$ cat src/rtl/encap_ctrl.sv
// ROLLO-I encapsulation sequencer: steps the support/error/multiply/hash cores
// and XORs e1 with p = e2*h row by row into the ciphertext memory.
module encap_ctrl #(
  parameter int N = 47,
  parameter int M = 79,
  parameter int D = 5,
  localparam int WIDTH = M * D,
  localparam int DEPTH = (N + D - 1) / D,
  localparam int AW    = (DEPTH > 1) ? $clog2(DEPTH) : 1
) (
  input  logic             clk,
  input  logic             rst_b,
  input  logic             start,
  output logic             finish,
  output logic [2:0]       status,
  output logic [2:0]       dbg_state,
  output logic             supp_start,
  input  logic             supp_done,
  output logic             egen_start,
  input  logic             egen_done,
  output logic             mul_start,
  input  logic             mul_done,
  output logic             sha3_start,
  input  logic             sha3_done,
  output logic [AW-1:0]    e1_addr,
  input  logic [WIDTH-1:0] e1_din,
  output logic [AW-1:0]    p_addr,
  input  logic [WIDTH-1:0] p_din,
  output logic [AW-1:0]    c_addr,
  output logic [WIDTH-1:0] c_dout,
  output logic             c_we
);

  // Handshakes: each *_start is a one-cycle pulse in the first cycle of its
  // state; the matching *_done is a level sampled only in that state and only
  // from the cycle after the start pulse onward, so a done that coincides with
  // its start (or arrives in any other state) is ignored.

  localparam int CW = AW + 1;

  typedef enum logic [2:0] {
    S_IDLE = 3'd0,
    S_SUPP = 3'd1,
    S_EGEN = 3'd2,
    S_MUL  = 3'd3,
    S_ADD  = 3'd4,
    S_HASH = 3'd5,
    S_FIN  = 3'd6
  } state_t;

  state_t          r_state;
  state_t          w_next;
  logic            r_entry;
  logic [CW-1:0]   r_k;
  logic            r_we;
  logic [AW-1:0]   r_waddr;
  logic            w_issue;

  always_ff @(posedge clk) begin
    if (rst_b) begin
      r_state <= S_IDLE;
      r_entry <= 1'b0;
    end else begin
      r_state <= w_next;
      r_entry <= (w_next != r_state);
    end
  end

  always_comb begin
    w_next     = r_state;
    status     = 3'd0;
    finish     = 1'b0;
    supp_start = 1'b0;
    egen_start = 1'b0;
    mul_start  = 1'b0;
    sha3_start = 1'b0;
    case (r_state)
      S_IDLE: begin
        if (start) w_next = S_SUPP;
      end
      S_SUPP: begin
        status     = 3'd1;
        supp_start = r_entry;
        if (supp_done && !r_entry) w_next = S_EGEN;
      end
      S_EGEN: begin
        status     = 3'd2;
        egen_start = r_entry;
        if (egen_done && !r_entry) w_next = S_MUL;
      end
      S_MUL: begin
        status    = 3'd3;
        mul_start = r_entry;
        if (mul_done && !r_entry) w_next = S_ADD;
      end
      S_ADD: begin
        status = 3'd4;
        if (r_k == CW'(DEPTH)) w_next = S_HASH;
      end
      S_HASH: begin
        status     = 3'd5;
        sha3_start = r_entry;
        if (sha3_done && !r_entry) w_next = S_FIN;
      end
      S_FIN: begin
        status = 3'd5;
        finish = 1'b1;
        w_next = S_IDLE;
      end
      default: w_next = S_IDLE;
    endcase
  end

  assign dbg_state = r_state;

  // Read rows 0..DEPTH-1 on consecutive ADD cycles; the final ADD cycle only
  // drains the last read into the ciphertext memory.
  assign w_issue = (r_state == S_ADD) && (r_k < CW'(DEPTH));

  always_ff @(posedge clk) begin
    if (rst_b) begin
      r_k     <= '0;
      r_we    <= 1'b0;
      r_waddr <= '0;
    end else begin
      r_k     <= w_issue ? r_k + CW'(1) : '0;
      r_we    <= w_issue;
      r_waddr <= w_issue ? r_k[AW-1:0] : '0;
    end
  end

  always_comb begin
    e1_addr = '0;
    p_addr  = '0;
    if (w_issue) begin
      e1_addr = r_k[AW-1:0];
      p_addr  = r_k[AW-1:0];
    end
  end

  // Tail elements of the last row are XORed unmasked; memories are pre-zeroed.
  assign c_we   = r_we;
  assign c_addr = r_waddr;
  assign c_dout = r_we ? (e1_din ^ p_din) : '0;

endmodule

$ cat config.mk
export PLATFORM = sky130hd
export DESIGN_NAME = encap_ctrl
export DESIGN_NICKNAME = d
export VERILOG_FILES = /design/src/rtl/encap_ctrl.sv
export SDC_FILE = /design/constraint.sdc
export NUM_CORES = 1
export LEC_CHECK = 0
export ABC_AREA = 1
export CORE_AREA = 2 2 477 479
export DETAILED_ROUTE_END_ITERATION = 10
export DIE_AREA = 0 0 479 481
export HOLD_SLACK_MARGIN = 0.1
export PLACE_DENSITY = 0.3
export SLEW_MARGIN = 20
export SYNTH_ARGS = -nofsm -noshare
export SYNTH_HDL_FRONTEND = slang
export SYNTH_SLANG_ARGS = --single-unit
$ cat constraint.sdc
create_clock -name clk -period 1.3 [get_ports clk]
set_input_delay 0.26 -clock clk [delete_from_list [all_inputs] [get_ports clk]]
set_output_delay 0.26 -clock clk [all_outputs]
set_load 0.01 [all_outputs]
==> out/summary.txt <==
STATUS
--------------------------------------------------------------------------------
Status                                                              finished, violations left
Violated checks                                                     negative setup slack

FINISH
--------------------------------------------------------------------------------
Most frequent cells in the layout                                   796 x sky130_fd_sc_hd__clkdlybuf4s50_1, 256 x sky130_fd_sc_hd__buf_4, 211 x sky130_fd_sc_hd__a21oi_2
Filler instances                                                           25977
Commonest non-fill, non-tap cell in the layout                      sky130_fd_sc_hd__clkdlybuf4s50_1
Area of all sequential standard cells                                295.3 sq um
Synthesis-to-layout area growth                                           486.0%
Layout cell share with drive strength beyond 1                            53.05%
Net count of the finished layout                                            3277
Area occupied by multi-input gates                                    6877 sq um

YOSYS
--------------------------------------------------------------------------------
Cells after synthesis                                                        934
Syn_area_per_cell                                                    5.164 sq um
Post-synthesis cell type count                                                22
Synthesized area                                                      4823 sq um
Net count after synthesis                                                   1733
Portion of the post-synthesis area used by sequential elements            5.811%
Count of yosys warnings during synthesis                                       0
Fraction of post-synthesis cell area in the top cell type by area         41.30%
Cell type with the highest aggregate area in the netlist            sky130_fd_sc_hd__a21oi_1
Number of synthesized register bits                                           14
Top cells by area, synth                                            sky130_fd_sc_hd__a21oi_1 41%, sky130_fd_sc_hd__o21ai_0 40%, sky130_fd_sc_hd__dfxtp_1 5.8%

CRITICAL PATH
--------------------------------------------------------------------------------
Worst Setup Start Kind                                                      flop
Depth of the worst register-to-register path                                  12
Data arrival time of the critical path                                   1.86 ns
Maximum fanout count along the critical path                                   6
Type of element capturing the critical path                         primary output
Required time at the endpoint of the critical path                       1.04 ns
Type of the setup path with the least slack                         flop to primary output
Reg2Reg Launch Point                                                dbg_state[1]
Endpoint of the most critical register-to-register path                  r_entry
Flop2flop setup slack                                                   -0.39 ns

POWER AND IR DROP
--------------------------------------------------------------------------------
Ratio of total power to cell area                                   187.5 nW/um^2
Relative contribution of combinational cells to total power                78.4%
Pint                                                                     3393 uW
Part of the total power dissipated in the clock network                    12.9%
Reported net switching power                                             1905 uW
Reg power frac                                                              8.6%
Leakage power summed over all cells                                  0.009680 uW
Switching Fraction                                                        35.96%
Worst supply voltage drop on vdd                                       0.2895 mV

DIE
--------------------------------------------------------------------------------
Die extent in y                                                           481 um
Effective utilization at floorplan                                        2.137%
Core footprint                                                      225700 sq um
Horizontal die dimension                                                  479 um
Full die area                                                       230400 sq um
Number of top-level pins                                                    1216
Num rows                                                                     175

PLACE
--------------------------------------------------------------------------------
RePlAce Congestion                                                        0.9361
Detail Placement HPWL                                                  162200 um
Number of buffers inserted by port buffering                                1215

ROUTING
--------------------------------------------------------------------------------
Initial DRC Count                                                            580
Drc violations                                                                 0
Detailed-route via count                                                   15521
Final routed wirelength across all metal layers                        181000 um
Remaining antenna violation count after routing                                0
Drt pass-1 iters                                                               4
Wire length per cell                                                    32.83 um
Post-detailed-route via-to-cell ratio                                      2.815

STA
--------------------------------------------------------------------------------
Worst clock skew                                                     0.004561 ns
Final period utilization                                                  163.4%
Minimum clock period                                                    2.124 ns
Hold Slack                                                             0.5198 ns
Crit path setup slack, layout                                         -0.8243 ns
Total of endpoints with negative setup slack in the final report             425
Transition time at the pin with the least slew margin                  0.5136 ns
Headroom to the max-slew limit                                            65.65%
Total Negative Setup Slacks                                           -258.16 ns
Achievable Freq                                                        470.7 MHz
Number of max-slew violations in the final report                              0
RSZ-0062 raised after global routing                                        true
Final count of hold timing violations                                          0

CLOCK NETWORK
--------------------------------------------------------------------------------
Number of clock buffers inserted by TritonCTS                                  3
CTS Root Buffer Type                                                sky130_fd_sc_hd__clkbuf_16
Clk sink count                                                                14
Maximum buffer depth of the clock tree                                         2
Clock tree from TritonCTS                                                    yes
CTS H-tree lvls                                                                1
Later-pin clock latency in the skew report                               0.25 ns
Clock slew at reported path FFs                                          0.06 ns
Number of hold buffers added after CTS                                         0

GRT
--------------------------------------------------------------------------------
Leftover overflow at the end of global routing                                 0
Overall fraction of global-route tracks in use                            14.58%
Antenna violations before repair                                             218
Vias in the first global route                                             13564
Largest net degree at the start of global routing                             32
First-pass GRT wire length                                             205200 um

MIN PATH
--------------------------------------------------------------------------------
Number of cells traversed by the worst hold path                               2
Hold worst-path end                                                       r_k[0]
Hold path start                                                           r_k[0]
Kind of path behind the tightest hold check                         flop to flop

FLOW RUN
--------------------------------------------------------------------------------
Max-capacitance violation count                                                0

-- repair_timing --
| action | 4_1_cts | 5_1_grt |
|---|---|---|
| pin swaps | 0 | 6 |
| buffers inserted | 36 | 134 |
| gates cloned | 24 | 14 |
| gates resized for setup | 848 | 1200 |
| endpoints found under the setup margin | 422 | 424 |
-- routing by layer --
| layer | wire length (um) | vias to the layer above | share of wire [%] | GRT usage, % |
|---|---|---|---|---|
| met5 | 1035 | - | 0.57 | 0 |
| met4 | 2625 | 152 | 1.5 | 0.6448 |
| met3 | 21520 | 364 | 12 | 7.641 |
| met2 | 85980 | 1112 | 48 | 25.34 |
| met1 | 69810 | 7139 | 39 | 16.49 |
| li1 | - | 6754 | - | - |
-- area by class of cell --
cell class                      instances  area share (%)
Multi-Input combinational cell        859           24.33
Tap cell                             3009           13.32
Sequential cell                        14           1.045
Timing Repair Buffer                 1587           60.54
Inverter                               13          0.2125
Antenna cell                           27          0.2390
Clock buffer                            4          0.3143
-- power by group through the flow --
stage               sequential [uW]  combinational [uW]  clock [uW]
floorplan                       474                 155           0
global placement                469                3490           0
detailed placement              469                3500           0
CTS                             459                3680         702
global route                    460                4360         724
finish                          458                4160         685
-- through the flow --
| step | util, % | instances | instance area (sq um) | total power [uW] | worst slack (ns) |
|---|---|---|---|---|---|
| 2_1_floorplan | - | 934 | 5239 | 629.3 | -0.05340 |
| 3_5_place_dp | 10.44 | 5300 | 23560 | 3969 | -1.172 |
| 3_3_place_gp | 10.44 | 5300 | 23560 | 3954 | -1.181 |
| 5_1_grt | 12.50 | 5490 | 28210 | 5546 | -0.8834 |
| 4_1_cts | 11.08 | 5359 | 25020 | 4837 | -0.8830 |
| 6_report | 12.52 | 5513 | 28270 | 5299 | -0.8243 |
-- sequential cells by signal, summed over array words and instances (netlist names) --
name,flops
c_we,1
r_entry,1
dbg_state,3
r_k,5
c_addr,4
-- critical path: stages (launching register included) --
cell	delay, ns
sky130_fd_sc_hd__dfxtp_4	0.38
sky130_fd_sc_hd__buf_16	0.15
sky130_fd_sc_hd__buf_16	0.14
sky130_fd_sc_hd__buf_12	0.11
sky130_fd_sc_hd__buf_16	0.15
sky130_fd_sc_hd__buf_8	0.13
sky130_fd_sc_hd__o21ai_2	0.05
sky130_fd_sc_hd__a21oi_2	0.17
sky130_fd_sc_hd__buf_4	0.16
sky130_fd_sc_hd__buf_12	0.12
-- cell families after synthesis --
group           Yosys count  share of synthesized area [%]
compound gates          797                          82.75
xor+xnor                  2                         0.3632
fa+ha+maj                 2                         0.5187
buf+inv                  61                          5.447
simple gates             57                          5.033
flops                    14                          5.811
other cells               1                        0.07775
-- worst max path at each step --
stage | slack, ns | to | start | cells after the start
after CTS | -0.88 | c_dout[255] | c_we | 9
final | -0.82 | c_dout[327] | c_we | 9
after global placement | -1.18 | c_dout[65] | p_din[65] | 4
after floorplan | -0.05 | p_addr[1] | dbg_state[1] | 6
after global routing | -0.88 | c_dout[26] | c_we | 9
after detailed placement | -1.17 | c_dout[65] | p_din[65] | 4
-- synth_stat cells --
library cell / n
sky130_fd_sc_hd__nand3_1: 8
sky130_fd_sc_hd__a21oi_1: 398
sky130_fd_sc_hd__inv_1: 10
sky130_fd_sc_hd__ha_1: 2
sky130_fd_sc_hd__clkinv_1: 1
sky130_fd_sc_hd__nor2_1: 28
sky130_fd_sc_hd__o21ai_1: 9
sky130_fd_sc_hd__nand2_1: 17
sky130_fd_sc_hd__dfxtp_1: 14
sky130_fd_sc_hd__nor2_2: 1
sky130_fd_sc_hd__inv_2: 2
sky130_fd_sc_hd__nand2_2: 1
sky130_fd_sc_hd__clkbuf_1: 39
sky130_fd_sc_hd__xnor2_1: 1
sky130_fd_sc_hd__xor2_1: 1
sky130_fd_sc_hd__o22ai_1: 1
sky130_fd_sc_hd__a31oi_1: 1
sky130_fd_sc_hd__nor3_2: 1
sky130_fd_sc_hd__conb_1: 1
sky130_fd_sc_hd__nor2_4: 1
sky130_fd_sc_hd__o21ai_0: 388
sky130_fd_sc_hd__buf_4: 9
(Power assumes the default switching activity.)
